**src/rtl/ripple_count_monitor_if.sv**
```systemverilog
// Bus bundle between the ripple counter consumer and its environment.
// Ports (signals): A, dir, clear_err into the monitor; count_q, ext_count,
// valid, wrap, step_err, state (and err_count with RCM_ERR_COUNT_EN) out.
// master: environment side (drives A/dir/clear_err), slave: monitor side.
interface ripple_count_monitor_if #(
    parameter int WIDTH     = 3,
    parameter int EXT_WIDTH = 8
);
    logic [WIDTH-1:0]     A;
    logic                 dir;
    logic                 clear_err;
    logic [WIDTH-1:0]     count_q;
    logic [EXT_WIDTH-1:0] ext_count;
    logic                 valid;
    logic                 wrap;
    logic                 step_err;
    logic [1:0]           state;
`ifdef RCM_ERR_COUNT_EN
    logic [7:0]           err_count;

    modport master (
        output A, dir, clear_err,
        input  count_q, ext_count, valid, wrap, step_err, state, err_count
    );
    modport slave (
        input  A, dir, clear_err,
        output count_q, ext_count, valid, wrap, step_err, state, err_count
    );
`else
    modport master (
        output A, dir, clear_err,
        input  count_q, ext_count, valid, wrap, step_err, state
    );
    modport slave (
        input  A, dir, clear_err,
        output count_q, ext_count, valid, wrap, step_err, state
    );
`endif
endinterface

```
**src/rtl/ripple_count_monitor.sv**
```systemverilog
// Synchronising, glitch-filtering monitor for a ripple up/down counter.
// Ports: CLK, Reset (async, active-high), bus (slave modport):
//   A/dir/clear_err in; count_q, ext_count, valid, wrap, step_err, state out.
// Optional macro RCM_ERR_COUNT_EN adds the saturating err_count output.
module ripple_count_monitor #(
    parameter int WIDTH         = 3,
    parameter int EXT_WIDTH     = 8,
    parameter int STABLE_CYCLES = 2
) (
    input  logic                  CLK,
    input  logic                  Reset,
    ripple_count_monitor_if.slave bus
);

    localparam int SW = $clog2(STABLE_CYCLES + 1);
    localparam logic [SW-1:0] STAB_MAX = SW'(STABLE_CYCLES);
    localparam logic [WIDTH-1:0] TOP = '1;

    typedef enum logic [1:0] {
        ST_INIT  = 2'd0,
        ST_TRACK = 2'd1,
        ST_ERROR = 2'd2
    } state_t;

    logic [WIDTH-1:0]     r_sync1;
    logic [WIDTH-1:0]     r_sync2;
    logic [SW-1:0]        r_stab;
    logic                 r_hit;
    state_t               r_state;
    logic [WIDTH-1:0]     r_count;
    logic [EXT_WIDTH-1:0] r_ext;
    logic                 r_valid;
    logic                 r_wrap;
    logic                 r_err;

    logic                 w_chg;
    logic [SW-1:0]        w_stab_n;
    logic [WIDTH-1:0]     w_val;
    logic [WIDTH-1:0]     w_up;
    logic [WIDTH-1:0]     w_dn;
    state_t               w_state_n;
    logic [WIDTH-1:0]     w_count_n;
    logic [EXT_WIDTH-1:0] w_ext_n;
    logic                 w_valid_n;
    logic                 w_wrap_n;
    logic                 w_err_n;
    logic                 w_enter_err;

    // r_stab counts how long the value now in r_sync2 has been held.
    assign w_chg    = (r_sync1 != r_sync2);
    assign w_stab_n = w_chg ? SW'(1) :
                      (r_stab == STAB_MAX) ? r_stab : r_stab + 1'b1;

    // r_hit marks the single cycle in which the held value is accepted.
    always_ff @(posedge CLK or posedge Reset) begin
        if (Reset) begin
            r_sync1 <= '0;
            r_sync2 <= '0;
            r_stab  <= '0;
            r_hit   <= 1'b0;
        end else begin
            r_sync1 <= bus.A;
            r_sync2 <= r_sync1;
            r_stab  <= w_stab_n;
            r_hit   <= (w_stab_n == STAB_MAX) &&
                       ((r_stab != STAB_MAX) || w_chg);
        end
    end

    assign w_val = r_sync2;
    assign w_up  = r_count + 1'b1;
    assign w_dn  = r_count - 1'b1;

    always_comb begin
        w_state_n   = r_state;
        w_count_n   = r_count;
        w_ext_n     = r_ext;
        w_valid_n   = 1'b0;
        w_wrap_n    = 1'b0;
        w_err_n     = r_err;
        w_enter_err = 1'b0;
        case (r_state)
            ST_INIT: begin
                if (r_hit) begin
                    w_count_n = w_val;
                    w_valid_n = 1'b1;
                    w_state_n = ST_TRACK;
                end
            end
            ST_TRACK: begin
                if (r_hit) begin
                    unique case (1'b1)
                        (w_val == r_count): begin
                        end
                        (!bus.dir && (w_val == w_up)): begin
                            w_count_n = w_val;
                            w_valid_n = 1'b1;
                            if (r_count == TOP) begin
                                w_wrap_n = 1'b1;
                                w_ext_n  = r_ext + 1'b1;
                            end
                        end
                        (bus.dir && (w_val == w_dn)): begin
                            w_count_n = w_val;
                            w_valid_n = 1'b1;
                            if (r_count == '0) begin
                                w_wrap_n = 1'b1;
                                w_ext_n  = r_ext - 1'b1;
                            end
                        end
                        default: begin
                            w_err_n     = 1'b1;
                            w_state_n   = ST_ERROR;
                            w_enter_err = 1'b1;
                        end
                    endcase
                end
            end
            ST_ERROR: begin
                // Clear beats a same-cycle acceptance, which then loads as INIT.
                if (bus.clear_err) begin
                    w_err_n   = 1'b0;
                    w_state_n = ST_INIT;
                    if (r_hit) begin
                        w_count_n = w_val;
                        w_valid_n = 1'b1;
                        w_state_n = ST_TRACK;
                    end
                end
            end
            default: begin
                w_state_n = ST_INIT;
            end
        endcase
    end

    always_ff @(posedge CLK or posedge Reset) begin
        if (Reset) begin
            r_state <= ST_INIT;
            r_count <= '0;
            r_ext   <= '0;
            r_valid <= 1'b0;
            r_wrap  <= 1'b0;
            r_err   <= 1'b0;
        end else begin
            r_state <= w_state_n;
            r_count <= w_count_n;
            r_ext   <= w_ext_n;
            r_valid <= w_valid_n;
            r_wrap  <= w_wrap_n;
            r_err   <= w_err_n;
        end
    end

`ifdef RCM_ERR_COUNT_EN
    logic [7:0] r_err_cnt;

    always_ff @(posedge CLK or posedge Reset) begin
        if (Reset) begin
            r_err_cnt <= '0;
        end else if (w_enter_err && (r_err_cnt != 8'hFF)) begin
            r_err_cnt <= r_err_cnt + 1'b1;
        end
    end

    assign bus.err_count = r_err_cnt;
`else
    logic w_unused_enter;
    assign w_unused_enter = w_enter_err;
`endif

    assign bus.count_q   = r_count;
    assign bus.ext_count = r_ext;
    assign bus.valid     = r_valid;
    assign bus.wrap      = r_wrap;
    assign bus.step_err  = r_err;
    assign bus.state     = r_state;

endmodule

```
**src/flat_wrapper.sv**
```systemverilog
// flat-port wrapper written by rule: the top's interface ports become plain ports
module ripple_count_monitor_flat 
#(
    parameter int WIDTH         = 3,
    parameter int EXT_WIDTH     = 8,
    parameter int STABLE_CYCLES = 2
)
  (CLK, Reset, bus_A, bus_dir, bus_clear_err, bus_count_q, bus_ext_count, bus_valid, bus_wrap, bus_step_err, bus_state);
  ripple_count_monitor_if #(.WIDTH(WIDTH), .EXT_WIDTH(EXT_WIDTH)) bus_i ();
  input  logic CLK;
  input  logic Reset;
  input wire logic [$bits(bus_i.A)-1:0] bus_A;
  input wire logic [$bits(bus_i.dir)-1:0] bus_dir;
  input wire logic [$bits(bus_i.clear_err)-1:0] bus_clear_err;
  output wire logic [$bits(bus_i.count_q)-1:0] bus_count_q;
  output wire logic [$bits(bus_i.ext_count)-1:0] bus_ext_count;
  output wire logic [$bits(bus_i.valid)-1:0] bus_valid;
  output wire logic [$bits(bus_i.wrap)-1:0] bus_wrap;
  output wire logic [$bits(bus_i.step_err)-1:0] bus_step_err;
  output wire logic [$bits(bus_i.state)-1:0] bus_state;
  assign bus_i.A = bus_A;
  assign bus_i.dir = bus_dir;
  assign bus_i.clear_err = bus_clear_err;
  assign bus_count_q = bus_i.count_q;
  assign bus_ext_count = bus_i.ext_count;
  assign bus_valid = bus_i.valid;
  assign bus_wrap = bus_i.wrap;
  assign bus_step_err = bus_i.step_err;
  assign bus_state = bus_i.state;
  ripple_count_monitor #(.WIDTH(WIDTH), .EXT_WIDTH(EXT_WIDTH), .STABLE_CYCLES(STABLE_CYCLES)) u_core (.CLK(CLK), .Reset(Reset), .bus(bus_i));
endmodule
```
**config.mk**
```make
export PLATFORM = sky130hd
export DESIGN_NAME = ripple_count_monitor_flat
export DESIGN_NICKNAME = d
export VERILOG_FILES = /design/src/rtl/ripple_count_monitor_if.sv /design/src/rtl/ripple_count_monitor.sv /design/src/flat_wrapper.sv
export SDC_FILE = /design/constraint.sdc
export NUM_CORES = 1
export LEC_CHECK = 0
export ABC_AREA = 1
export CAP_MARGIN = 20
export CORE_MARGIN = 5
export CORE_UTILIZATION = 60
export DETAILED_ROUTE_END_ITERATION = 10
export DONT_BUFFER_PORTS = 1
export PLACE_DENSITY = 0.76
export SLEW_MARGIN = 5
export SYNTH_ARGS = -nofsm -noshare
export SYNTH_HDL_FRONTEND = slang
export SYNTH_SLANG_ARGS = --single-unit
```
**constraint.sdc**
```tcl
create_clock -name CLK -period 2.6 [get_ports CLK]
set_input_delay 0.52 -clock CLK [delete_from_list [all_inputs] [get_ports CLK]]
set_output_delay 0.52 -clock CLK [all_outputs]
set_load 0.01 [all_outputs]
```
==> impl_metrics.json <==
{
  "syn_inst": 210,
  "wire_per_inst_um": 12.6,
  "grtUsageMet2": 0.274,
  "gp_congestion": 0.924,
  "power_mw": 1.63,
  "num_vias": 1302,
  "synth_edf_count": 0,
  "power.switching_mw": 0.803,
  "clk_pin_slew_ns": 0.15,
  "crit_arrival_ns": 2.61,
  "fin_crit_sh": 0.917,
  "drive_gt1_frac": 0.136,
  "r2r_start": "u_core.bus.count_q[1]",
  "drtAntennaViolNets": 0,
  "dieHeight_um": 62.9,
  "grt_pass1_wl_um": 5590,
  "cts-resized-gates": 0,
  "dpl.hpwl_um": 2460,
  "relSlewSlack": 0.368,
  "synth_xor_area_frac": 0.0313,
  "cts_tree": "done",
  "max_freq_mhz": 419,
  "cts_buffers": 3,
  "grt-busiest-layer": "met2",
  "placed_area_um2": 1700,
  "synth-simple-area-share": 0.314,
  "core_um2": 2710,
  "worstHoldStart": "bus_A[0]",
  "clock_latency_ns": 0.32,
  "cp-startpoint": "u_core.bus.count_q[1]",
  "p_int_mw": 0.825,
  "drc_errors": 0,
  "async_flop_share": 1.00,
  "htree_levels": 1,
  "slew_viol_final": 0,
  "synth_nets": 229,
  "io_pins": 23,
  "synth_compound_area_frac": 0.0849,
  "finalHoldViolations": 0,
  "grt_max_degree": 26,
  "synth_mux_area_frac": 0,
  "netSwitchingFraction": 0.493,
  "syn_avg_cell_area_um2": 8.00,
  "cts_sinks": 25,
  "globalRouteTotalUtil": 0.169,
  "crit_path_end_kind": "flop",
  "ys_ff_latch": 25,
  "drtPass1Iterations": 4,
  "fin_worst_skew_ns": 0.0134,
  "overflow": 0,
  "nets": 233,
  "yosysWarnings": 0,
  "cts_root_buf": "clkbuf_4",
  "synth_flop_cell": "dfrtp_1",
  "p_comb_frac": 0.521,
  "vias_per_cell": 5.34,
  "setup_viol": 0,
  "peakVddDrop_uv": 635,
  "fp.dieW_um": 62.9,
  "status": "finished, final reports clean",
  "crit_required_ns": 2.82,
  "maxCapViolations": 0,
  "power.density_nw_per_um2": 941,
  "grt_util_met1": 0.222,
  "p_clk_frac": 0.112,
  "worstMarginPinSlew_ns": 0.948,
  "synth_cell_types": 31,
  "critPathKind": "flop to flop",
  "start_util": 0.620,
  "p_leak_nw": 0.921,
  "synth_top_family_by_area": "simple AND/OR/NAND/NOR gates",
  "antenna_cells": 0,
  "fp.dieArea_um2": 3960,
  "finalSetupTns_ns": 0,
  "fin_area_um2": 1730,
  "start_kind": "flop",
  "fill_cells": 221,
  "synth-adder-area-share": 0.0894,
  "met3_usage": 0.0396,
  "synth_area_um2": 1680,
  "drtIter0Drc": 77,
  "fin_crit_ns": 2.38,
  "hold_class": "input pin to flop",
  "grt_pass1_vias": 1336,
  "crit_fanout": 7,
  "antenna_found_initial": 0,
  "cts_buffer_depth": 2,
  "post_cts_buffers": 0,
  "portBuffers": 0,
  "area_growth_pct": 2.90,
  "ctsHoldBuffers": 0,
  "ys_seq_area_frac": 0.372,
  "rsz0062_at_grt": "false",
  "routed_wl_um": 3080,
  "p_seq_frac": 0.368,
  "rows": 19
}
critical path: stages, from the launching register on:
cell     delay [ns]
dfrtp_2        0.48
inv_1          0.11
ha_1           0.25
nand2_1        0.14
nand3_4        0.11
nor2_8         0.16
nand3_1        0.15
nand2_1        0.13
inv_1          0.05
ha_1           0.18
inv_1          0.07
nand2_1        0.09
nand3_1        0.12
nand3_1        0.08
nand3_1        0.09
nand2_1        0.05
cell families after synthesis:
logic type | count (synthesis)
compound gates | 24
simple gates | 101
flops | 25
xor+xnor | 6
fa+ha+maj | 12
buf+inv | 42
cells in the final DEF, fill, tap and decap left out:
| cell type | Yosys | layout |
|---|---|---|
| nand2_1 | 55 | 55 |
| inv_1 | 36 | 36 |
| dfrtp_1 | 25 | 23 |
| nand3_1 | 20 | 20 |
| ha_1 | 12 | 12 |
| o21ai_0 | 7 | 7 |
| a21oi_1 | 6 | 6 |
| xnor2_1 | 5 | 5 |
| nor2_1 | 5 | 5 |
| nand2_2 | 4 | 4 |
| nand3_2 | 4 | 4 |
| o21ai_1 | 4 | 4 |
| inv_2 | 3 | 3 |
| clkbuf_4 | 0 | 3 |
| nand3b_1 | 2 | 2 |
| nand3_4 | 2 | 2 |
| o21ai_2 | 2 | 2 |
| or2_2 | 2 | 2 |
| o211ai_1 | 2 | 2 |
| nand4_1 | 2 | 2 |
| dfrtp_2 | 0 | 2 |
| nor2_8 | 1 | 1 |
| nand2_4 | 1 | 1 |
| nand2_8 | 1 | 1 |
| inv_4 | 1 | 1 |
| a211oi_1 | 1 | 1 |
| clkinv_4 | 1 | 1 |
| o21bai_2 | 1 | 1 |
| xor2_1 | 1 | 1 |
| or2_0 | 1 | 1 |
| nor3_1 | 1 | 1 |
| o22ai_1 | 1 | 1 |
| clkinv_2 | 0 | 1 |
per-layer routing:
layer / routed length, um / part of all wire
met5: 0 / 0
met4: 10 / 0.0032
met3: 207 / 0.067
met2: 1470 / 0.48
met1: 1400 / 0.45
path summary, 6_finish.rpt:
kind	slack [ns]	endpoint	cells after the start
max in group asynchronous	1.70	u_core.bus.count_q[0]	1
worst max-delay path	0.22	u_core.bus.ext_count[6]	15
worst min register to register	0.40	u_core.r_sync2[2]	0
min in group asynchronous	0.28	u_core.r_stab[0]	1
worst min-delay path	0.20	u_core.r_sync1[0]	0
worst max register to register	0.22	u_core.bus.ext_count[6]	15
registers in the layout, indices dropped and copies added (netlist names), 2 cells and up:
signal / count
u_core.bus.count_q: 3
u_core.bus.ext_count: 8
u_core.bus.state: 2
u_core.r_stab: 2
u_core.r_sync1: 3
u_core.r_sync2: 3
Yosys cell counts, types with 2 or more instances:
master | n | area, um2
o21ai_0 | 7 | 35.0
nand2_1 | 55 | 206
o211ai_1 | 2 | 15.0
o21ai_2 | 2 | 17.5
inv_2 | 3 | 11.3
nand3_2 | 4 | 40.0
inv_1 | 36 | 135
ha_1 | 12 | 150
nand2_2 | 4 | 25.0
o21ai_1 | 4 | 20.0
nor2_1 | 5 | 18.8
nand3_1 | 20 | 100
or2_2 | 2 | 12.5
nand3b_1 | 2 | 15.0
dfrtp_1 | 25 | 626
xnor2_1 | 5 | 43.8
nand3_4 | 2 | 35.0
a21oi_1 | 6 | 30.0
nand4_1 | 2 | 12.5
final cells by class:
cell class                      instances  area (um2)  share of cell area
Clock inverter                          1        5.00             0.00289
Inverter                               41         161              0.0933
Clock buffer                            3        22.5              0.0130
Tap cell                               31        38.8              0.0224
Sequential cell                        25         628               0.363
Multi-Input combinational cell        143         873               0.505
power groups by stage:
| stage | clock network (mW) | logic, mW | registers, mW |
|---|---|---|---|
| finish | 0.182 | 0.848 | 0.599 |
| global route | 0.211 | 0.971 | 0.615 |
| CTS | 0.189 | 0.849 | 0.598 |
| detailed placement | 0 | 0.844 | 0.608 |
| global placement | 0 | 0.809 | 0.602 |
| floorplan | 0 | 0.709 | 0.578 |
through the flow:
stage | setup WS [ns] | util | hold slack [ns] | std cells
after floorplan | 0.433 | - | 0.373 | 210
after global placement | 0.328 | 0.627 | 0.379 | 240
after detailed placement | 0.181 | 0.627 | 0.381 | 240
after CTS | 0.161 | 0.637 | 0.187 | 244
after global routing | 0.0329 | 0.638 | 0.157 | 244
final | 0.215 | 0.638 | 0.198 | 244
Power figures use the tool's default switching activity.
